==> src/rtl/ifu_fetch_64.sv <==
// Instruction fetch unit: sequential PC generator feeding a 2-entry {PC, INST} queue toward decode.
// Optional macro IFU_MISALIGN_CHK_EN: a misaligned redirect halts fetch and raises a sticky error.
module ifu_fetch_64 #(
    parameter logic [63:0] RESET_PC = 64'h0,
    parameter logic [63:0] PC_STEP  = 64'd4
) (
    input  logic        CLK,
    input  logic        RESET,
    output logic [63:0] PC,
    input  logic [31:0] INST_CODE,
    input  logic        REDIRECT,
    input  logic [63:0] REDIRECT_PC,
    input  logic        ID_READY,
    output logic        ID_VALID,
    output logic [31:0] ID_INST,
    output logic [63:0] ID_PC,
    output logic        MISALIGN_ERR
);

    typedef enum logic {
        RUN  = 1'b0,
        HALT = 1'b1
    } state_t;

    state_t      state_reg;
    logic [63:0] pc_reg;
    logic [1:0]  count_reg;
    logic [1:0]  count_next;
    logic        rd_ptr_reg;
    logic        wr_ptr_reg;
    logic [63:0] entry_pc_reg   [2];
    logic [31:0] entry_inst_reg [2];

    logic        pop;
    logic        push;
    logic        redirect_bad;
    logic [63:0] redirect_target;

`ifdef IFU_MISALIGN_CHK_EN
    logic misalign_reg;

    assign redirect_bad    = REDIRECT && (REDIRECT_PC[1:0] != 2'b00);
    assign redirect_target = REDIRECT_PC;

    always_ff @(posedge CLK) begin
        if (RESET) begin
            misalign_reg <= 1'b0;
        end else if (state_reg == RUN && redirect_bad) begin
            misalign_reg <= 1'b1;
        end
    end

    assign MISALIGN_ERR = misalign_reg;
`else
    logic unused_redirect_lsb;

    // Low bits are simply dropped so the fetch stream stays word aligned.
    assign redirect_bad        = 1'b0;
    assign redirect_target     = {REDIRECT_PC[63:2], 2'b00};
    assign unused_redirect_lsb = ^REDIRECT_PC[1:0];
    assign MISALIGN_ERR        = 1'b0;
`endif

    assign ID_VALID = (count_reg != 2'd0);
    assign pop      = ID_VALID && ID_READY;
    // A pop frees a slot in the same cycle, so a full queue can still accept a fetch.
    assign push     = (state_reg == RUN) && !REDIRECT && ((count_reg != 2'd2) || pop);

    always_comb begin
        count_next = count_reg + {1'b0, push} - {1'b0, pop};
    end

    always_ff @(posedge CLK) begin
        if (RESET) begin
            state_reg  <= RUN;
            pc_reg     <= RESET_PC;
            count_reg  <= 2'd0;
            rd_ptr_reg <= 1'b0;
            wr_ptr_reg <= 1'b0;
        end else begin
            case (state_reg)
                RUN: begin
                    if (REDIRECT) begin
                        // Redirect flushes the queue; a same-cycle pop is dropped with it.
                        count_reg  <= 2'd0;
                        rd_ptr_reg <= 1'b0;
                        wr_ptr_reg <= 1'b0;
                        if (redirect_bad) begin
                            state_reg <= HALT;
                        end else begin
                            pc_reg <= redirect_target;
                        end
                    end else begin
                        if (push) begin
                            pc_reg     <= pc_reg + PC_STEP;
                            wr_ptr_reg <= ~wr_ptr_reg;
                        end
                        if (pop) begin
                            rd_ptr_reg <= ~rd_ptr_reg;
                        end
                        count_reg <= count_next;
                    end
                end
                HALT: begin
                    count_reg <= 2'd0;
                end
            endcase
        end
    end

    genvar gi;
    generate
        for (gi = 0; gi < 2; gi++) begin : g_entry
            always_ff @(posedge CLK) begin
                if (RESET) begin
                    entry_pc_reg[gi]   <= 64'd0;
                    entry_inst_reg[gi] <= 32'd0;
                end else if (push && (wr_ptr_reg == 1'(gi))) begin
                    entry_pc_reg[gi]   <= pc_reg;
                    entry_inst_reg[gi] <= INST_CODE;
                end
            end
        end
    endgenerate

    assign PC      = pc_reg;
    assign ID_INST = ID_VALID ? entry_inst_reg[rd_ptr_reg] : 32'd0;
    assign ID_PC   = ID_VALID ? entry_pc_reg[rd_ptr_reg]   : 64'd0;

endmodule

==> config.mk <==
export PLATFORM = sky130hd
export DESIGN_NAME = ifu_fetch_64
export DESIGN_NICKNAME = d
export VERILOG_FILES = /design/src/rtl/ifu_fetch_64.sv
export SDC_FILE = /design/constraint.sdc
export NUM_CORES = 1
export LEC_CHECK = 0
export ABC_AREA = 1
export CORE_MARGIN = 4
export CORE_UTILIZATION = 45
export DETAILED_ROUTE_END_ITERATION = 8
export GPL_TIMING_DRIVEN = 0
export PLACE_DENSITY_LB_ADDON = 0.2
export SLEW_MARGIN = 5
export SYNTH_ARGS = -nofsm -noshare
export SYNTH_HDL_FRONTEND = slang
export SYNTH_SLANG_ARGS = --single-unit
==> constraint.sdc <==
create_clock -name CLK -period 16.96 [get_ports CLK]
set_input_delay 3.392 -clock CLK [delete_from_list [all_inputs] [get_ports CLK]]
set_output_delay 3.392 -clock CLK [all_outputs]
set_load 0.01 [all_outputs]
==> qor.txt <==
Crit path largest cell delay - 0.65 ns
Syn avg cell area - 8.01 sq um
CTS resizes - 0
CTS Buf Count - 27
Critical path peak fanout - 10
FILL cells - 2547
HPWL after DPL - 34300 um
Final Hold Viols - 0
Root buf cell - clkbuf_16
Crit-path cells - clkbuf_1 > inv_1 > clkbuf_1 > clkbuf_1 > nand2_1 > a21oi_1 > clkdlybuf4s50_1
Synth-to-Final Area Change - 32.7%
Max_slew headroom - 44.1%
Synth Cell Area - 0.0130 sq mm
Diodes inserted - 0
CTS tree - done
Tot GR Track Use - 27.6%
Finished Layout Cells - 2311
Worst path bufs/invs - 5
Core area - 0.0281 sq mm
Port buffer count - 253
Largest register FFs - 124
Max IR drop VDD - 0.0576 mV
Skew final - 0.0104 ns
Post-CTS Hold Buffers - 0
Placed Cells - 2262
Post-DR wirelength/cell - 19.7 um
Hold WC Path Type - reg -> reg
Overall Power - 1580 uW
Post-CTS setup buffers - 0
Number of synthesized flops with an enable pin - 188
Chip height - 178 um
Slew @ Worst Pin - 0.838 ns
Critical Path RT - 13.57 ns
Initial detailed-routing violation count - 1151
Crit path capture type - output port
Netlist cell types - 38
GP Congestion - 0.978
Final worst-path cycle share - 38.6%
Fmax - 153 MHz
Largest net degree at the start of global routing - 28
Post-route ant nets - 0
DIE WIDTH - 178 um
Vias/cell - 5.28
Starting Density - 46.1%
RSZ-0062 raised after global routing - no
WL final - 45600 um
Setup TNS - 0 ns
Final Setup Violations - 0
Synthesis Warnings - 0
Design area - 0.0172 sq mm
Max Cap Viol - 0
Global-route wire length before repair - 66700 um
Vias in the first global route - 11600
Mapped Cells - 1619
Flops & latches, synth - 255
Critical path startpoint category - flop
Most common flop cell mapped by yosys - edfxtp_1
Antenna violations before repair - 1
Leak Pwr - 0.00631 uW
Arr. time, crit path - 3.15 ns
Kind of critical path - reg -> out
Iteration count of the initial detailed-routing pass - 6
Most frequent CP cell - clkbuf_1
Hold WS - 0.545 ns
Die ar. - 0.0316 sq mm
Worst-path clk slew - 0.06 ns
H-tree depth - 1
Nets - 2016
Clock sink total - 255
Final Max Slew Viols - 0
Max clock buf depth - 3
Share of layout cells above drive strength 1 - 7.24%
Clock latency at the later pin of the worst-skew pair - 0.54 ns
Area of the multi-input gates - 0.00508 sq mm
Tmin final - 6.55 ns
Sequential area share after synthesis - 53.9%
DRC viols - 0
Worst path slowest cell - clkbuf_1
Status - finished, final reports clean
Post-synth ARST share - 0%
DP Area - 0.0162 sq mm
# rows - 61
I/O Pins - 262
PD cells - 91.9 mW/mm^2
Routed vias - 12200
Grt total ovfl - 0
Seq. cell area - 0.00699 sq mm
Worst path top cell family by delay - buffers and inverters
==> metrics by stage <==
| stage | utilization (%) | setup WS [ns] |
|---|---|---|
| 3_5_place_dp | 57.7 | 10.89 |
| 3_3_place_gp | 56.9 | 1.23 |
| 2_1_floorplan | - | 6.02 |
| 4_1_cts | 61.2 | 10.42 |
| 6_report | 61.2 | 10.41 |
| 5_1_grt | 61.2 | 10.26 |
==> cells in the final DEF, fill, tap and decap left out, types with 4 or more instances in the layout <==
cell type,instances
o21ai_1,20
xor2_1,17
buf_4,12
dfxtp_1,67
o21ai_0,26
nor2_1,322
clkbuf_1,52
buf_2,16
clkinv_2,7
bufinv_16,7
clkdlybuf4s50_1,253
conb_1,5
nand2_1,455
nand4_1,15
nand2_2,12
buf_16,6
a31oi_1,25
inv_1,136
nor2_4,8
edfxtp_1,188
buf_1,4
nor2_2,12
a21oi_1,130
inv_2,12
nand3_1,59
nand2_4,4
clkbuf_16,27
==> metal layers <==
layer | part of all wire (%) | wire length, um | global-route usage, %
met1 | 42 | 19300 | 38.4
met2 | 46 | 21100 | 45.3
met3 | 8.5 | 3870 | 4.37
met4 | 2.7 | 1230 | 7.09
met5 | 0.024 | 11 | 0
==> final cells by class <==
type / instances / share of cell area, %
Clock inverter: 16 / 1.52
Clock buffer: 33 / 4.23
Sequential cell: 255 / 40.6
Tap cell: 378 / 2.75
Timing Repair Buffer: 261 / 15.9
Multi-Input combinational cell: 1138 / 29.5
Buffer: 82 / 2.21
Inverter: 148 / 3.23
==> cell families (layout without fill, tap and decap cells) <==
| group | after synthesis | after routing | share of synthesized area, % |
|---|---|---|---|
| AOI/OAI and AO/OA | 213 | 213 | 8.69 |
| xor gates and xnor gates | 19 | 19 | 1.28 |
| adders and majority gates | 3 | 3 | 0.290 |
| buffers and inverters | 230 | 540 | 7.22 |
| DFF | 255 | 255 | 53.9 |
| other | 1 | 5 | 0.0289 |
| and+or+nand+nor | 898 | 898 | 28.6 |
==> worst paths after layout <==
path | from | endpoint | slack, ns | depth (start not counted)
worst min-delay path | rd_ptr_reg | rd_ptr_reg | 0.55 | 2
worst min register to register | rd_ptr_reg | rd_ptr_reg | 0.55 | 2
worst max register to register | count_reg[0] | entry_pc_reg[1][50] | 14.44 | 7
worst max-delay path | flop | ID_PC[14] | 10.41 | 7
==> where the power goes <==
group / internal [uW] / switching, uW
Sequential: 708 / 23.1
Clock: 411 / 250
Combinational: 80.5 / 108
==> worst min-delay path: cells and delay by family (launching register included) <==
kind	cells	cell delay [ns]
simple gates	1	0.05
xor+xnor	1	0.12
flops	1	0.33
==> Yosys cell counts (17+ instances only) <==
cell type / n / area share [%]
clkbuf_1: 49 / 1.4
edfxtp_1: 188 / 44
dfxtp_1: 67 / 10
nand3_1: 59 / 2.3
a21oi_1: 130 / 5.0
o21ai_1: 20 / 0.77
nand2_1: 455 / 13
o21ai_0: 28 / 1.1
a31oi_1: 25 / 1.2
nor2_1: 322 / 9.3
xor2_1: 17 / 1.1
inv_1: 136 / 3.9
Note: power is estimated with default switching activity, not from simulation.
==> RTL edit (config.mk and constraints unchanged) <==
Build with the macro `IFU_MISALIGN_CHK_EN` defined.
--- a/src/rtl/ifu_fetch_64.sv
+++ b/src/rtl/ifu_fetch_64.sv
@@ -1,5 +1,7 @@
 // Instruction fetch unit: sequential PC generator feeding a 2-entry {PC, INST} queue toward decode.
 // Optional macro IFU_MISALIGN_CHK_EN: a misaligned redirect halts fetch and raises a sticky error.
+`define IFU_MISALIGN_CHK_EN
+
 module ifu_fetch_64 #(
     parameter logic [63:0] RESET_PC = 64'h0,
     parameter logic [63:0] PC_STEP  = 64'd4
Formal check against the unedited RTL: not equivalent (Yosys sat finds a counterexample within 4 cycles, from zero or initial values and one cycle with RESET high).
==> RTL edit against the unedited design <==
Sequential cell count increased by 8; area after synthesis increased by 3.1%; sequential share of layout area increased by 0.36 points; power decreased by 1.3%; final area increased by 2.0%; routed wire length increased by 0.29%; clock power decreased by 10%; setup slack improved by 110 ps; largest cell class unchanged.
==> RTL edit: results (changes against the unedited design) <==
Outcome
  – Run status: finished, final reports clean

Critical path
  – Data arrival, critical path: 3050 ps (-100 ps)
  – Biggest cell delay along the critical path: 600 ps (-50 ps)
  – Worst Reg-to-Reg Cells: 8 (+1)
  – Worst path slowest cell: sky130_fd_sc_hd__clkdlybuf4s50_1
  – Crit-path max FO: 10 (unchanged)

Final layout
  – Ant. Diodes: 0 (unchanged)
  – Total number of nets in the final design: 2,116 (+5.0%)
  – Number of flip-flops in the largest register: 128 (+3.2%)
  – Layout cell share with drive strength beyond 1: 0.0580 (-0.0144)

Min path
  – Hold Path Cell Cnt: 1 (-1)
  – Type of the tightest min-delay check: reg -> reg

Global routing
  – Global-route wire length before repair: 69,300 um (+3.9%)
  – Largest net degree at the start of global routing: 27 (-3.6%)
  – Antenna violations before repair: 0 (-1)
  – Aggregate global-route resource usage: 0.269 (-0.00667)
  – Vias in the first global route: 12.1k (+3.8%)

Drt
  – Avg Vias per Cell: 5.26 (-0.31%)
  – Routed len/inst: 18.9 um (-4.1%)
  – Number of DRC markers in iteration 0: 1,249 (+8.5%)

Pwr
  – Leakage dissipation: 6.39 nW (+1.1%)
  – Sw Share: 0.256 (+0.0147)
  – Maximum vdd ir drop: 0.0670 mV (+16%)

STA
  – Relative max-transition margin: 0.362 (-0.0793)
  – Clk_skew: 15.4 ps (+5.04 ps)

CTS
  – H-tree level count: 1 (unchanged)
  – CTS Buf Count: 28 (+3.7%)
  – Clock transition time at the flip-flop clock pins of the worst setup and hold paths: 60 ps (about the same)
  – Cell chosen for the clock root: sky130_fd_sc_hd__clkbuf_16
  – Setup bufs post-CTS: 0 (unchanged)
  – Skew-Pair Late Insertion Delay: between 500 and 600 ps

Synthesis
  – Cells taking the most area after synthesis: sky130_fd_sc_hd__edfxtp_1 (43%), sky130_fd_sc_hd__nand2_1 (13%), sky130_fd_sc_hd__nor2_1 (11%)
  – Sequential area share after synthesis: 0.538 (-0.00132)
  – EDFF count, synth: 192 (+2.1%)
  – Synth cell count leaders: sky130_fd_sc_hd__nand2_1 (478), sky130_fd_sc_hd__nor2_1 (388), sky130_fd_sc_hd__edfxtp_1 (192), sky130_fd_sc_hd__a21oi_1 (160), sky130_fd_sc_hd__inv_1 (137)

Placement
  – Last weighted congestion value of the routability-driven placer: 0.946 (-3.3%)
  – Half-perimeter wire length after placement: 34,400 um (+0.17%)
  – Number of buffers added on ports: 260 (+2.8%)
-- RTL edit: cell families after synthesis --
logic type,after synthesis,synth area share
adder cells (fa/ha/maj),3,0.00281
AO/OA/AOI/OAI,244,0.0981
buffers and inverters,231,0.0672
flip-flops,263,0.538
XOR/XNOR,6,0.00393
AND/OR/NAND/NOR,968,0.290
-- RTL edit: final timing paths --
kind | from | to | slack, ps
worst max-delay path | flip-flop | ID_PC[60] | 10520
worst min-delay path | rd_ptr_reg | rd_ptr_reg | 470
worst max register to register | count_reg[0] | count_reg[1] | 14310
worst min register to register | rd_ptr_reg | rd_ptr_reg | 470
-- RTL edit: cell type report --
cell class / count / area (um2)
Buffer: 86 / 354
Clock buffer: 38 / 759
Clock inverter: 13 / 116
Fill cell: 2613 / 11500
Inverter: 145 / 544
Multi-Input combinational cell: 1221 / 5300
Sequential cell: 263 / 7190
Tap cell: 384 / 480
Timing Repair Buffer: 268 / 2790
-- RTL edit: power by group through the flow --
| stage | sequential [mW] | clock (mW) | combinational [mW] |
|---|---|---|---|
| floorplan | 0.777 | 0 | 0.0925 |
| global placement | 0.786 | 0 | 0.192 |
| detailed placement | 0.774 | 0 | 0.203 |
| CTS | 0.761 | 0.598 | 0.204 |
| global route | 0.765 | 0.624 | 0.222 |
| finish | 0.761 | 0.593 | 0.205 |
-- RTL edit: through the flow --
stage               worst slack [ps]  area, um2  std cells   util  power, mW
global route                   10390      17500       2418  0.604       1.61
detailed placement             10340      16700       2367  0.574      0.977
floorplan                       5410      13400       1715      -      0.870
global placement                 436      16400       2359  0.567      0.978
finish                         10520      17500       2418  0.604       1.56
CTS                            10490      17500       2418  0.604       1.56
-- RTL edit: routing by layer --
metal	GRT usage	up-vias	wire, um
met5	0	-	0
met4	0.0829	0	1340
met3	0.0325	77	3600
met2	0.439	596	21300
met1	0.379	5941	19500
li1	-	6115	-
-- RTL edit: worst register-to-register path, stage by stage (launching register included) --
cell	delay [ps]
sky130_fd_sc_hd__dfxtp_1	330
sky130_fd_sc_hd__nor2_1	740
sky130_fd_sc_hd__clkbuf_1	500
sky130_fd_sc_hd__nor2_1	90
sky130_fd_sc_hd__ha_1	290
sky130_fd_sc_hd__inv_1	40
sky130_fd_sc_hd__ha_1	170
sky130_fd_sc_hd__or2_2	290
sky130_fd_sc_hd__a21oi_1	130
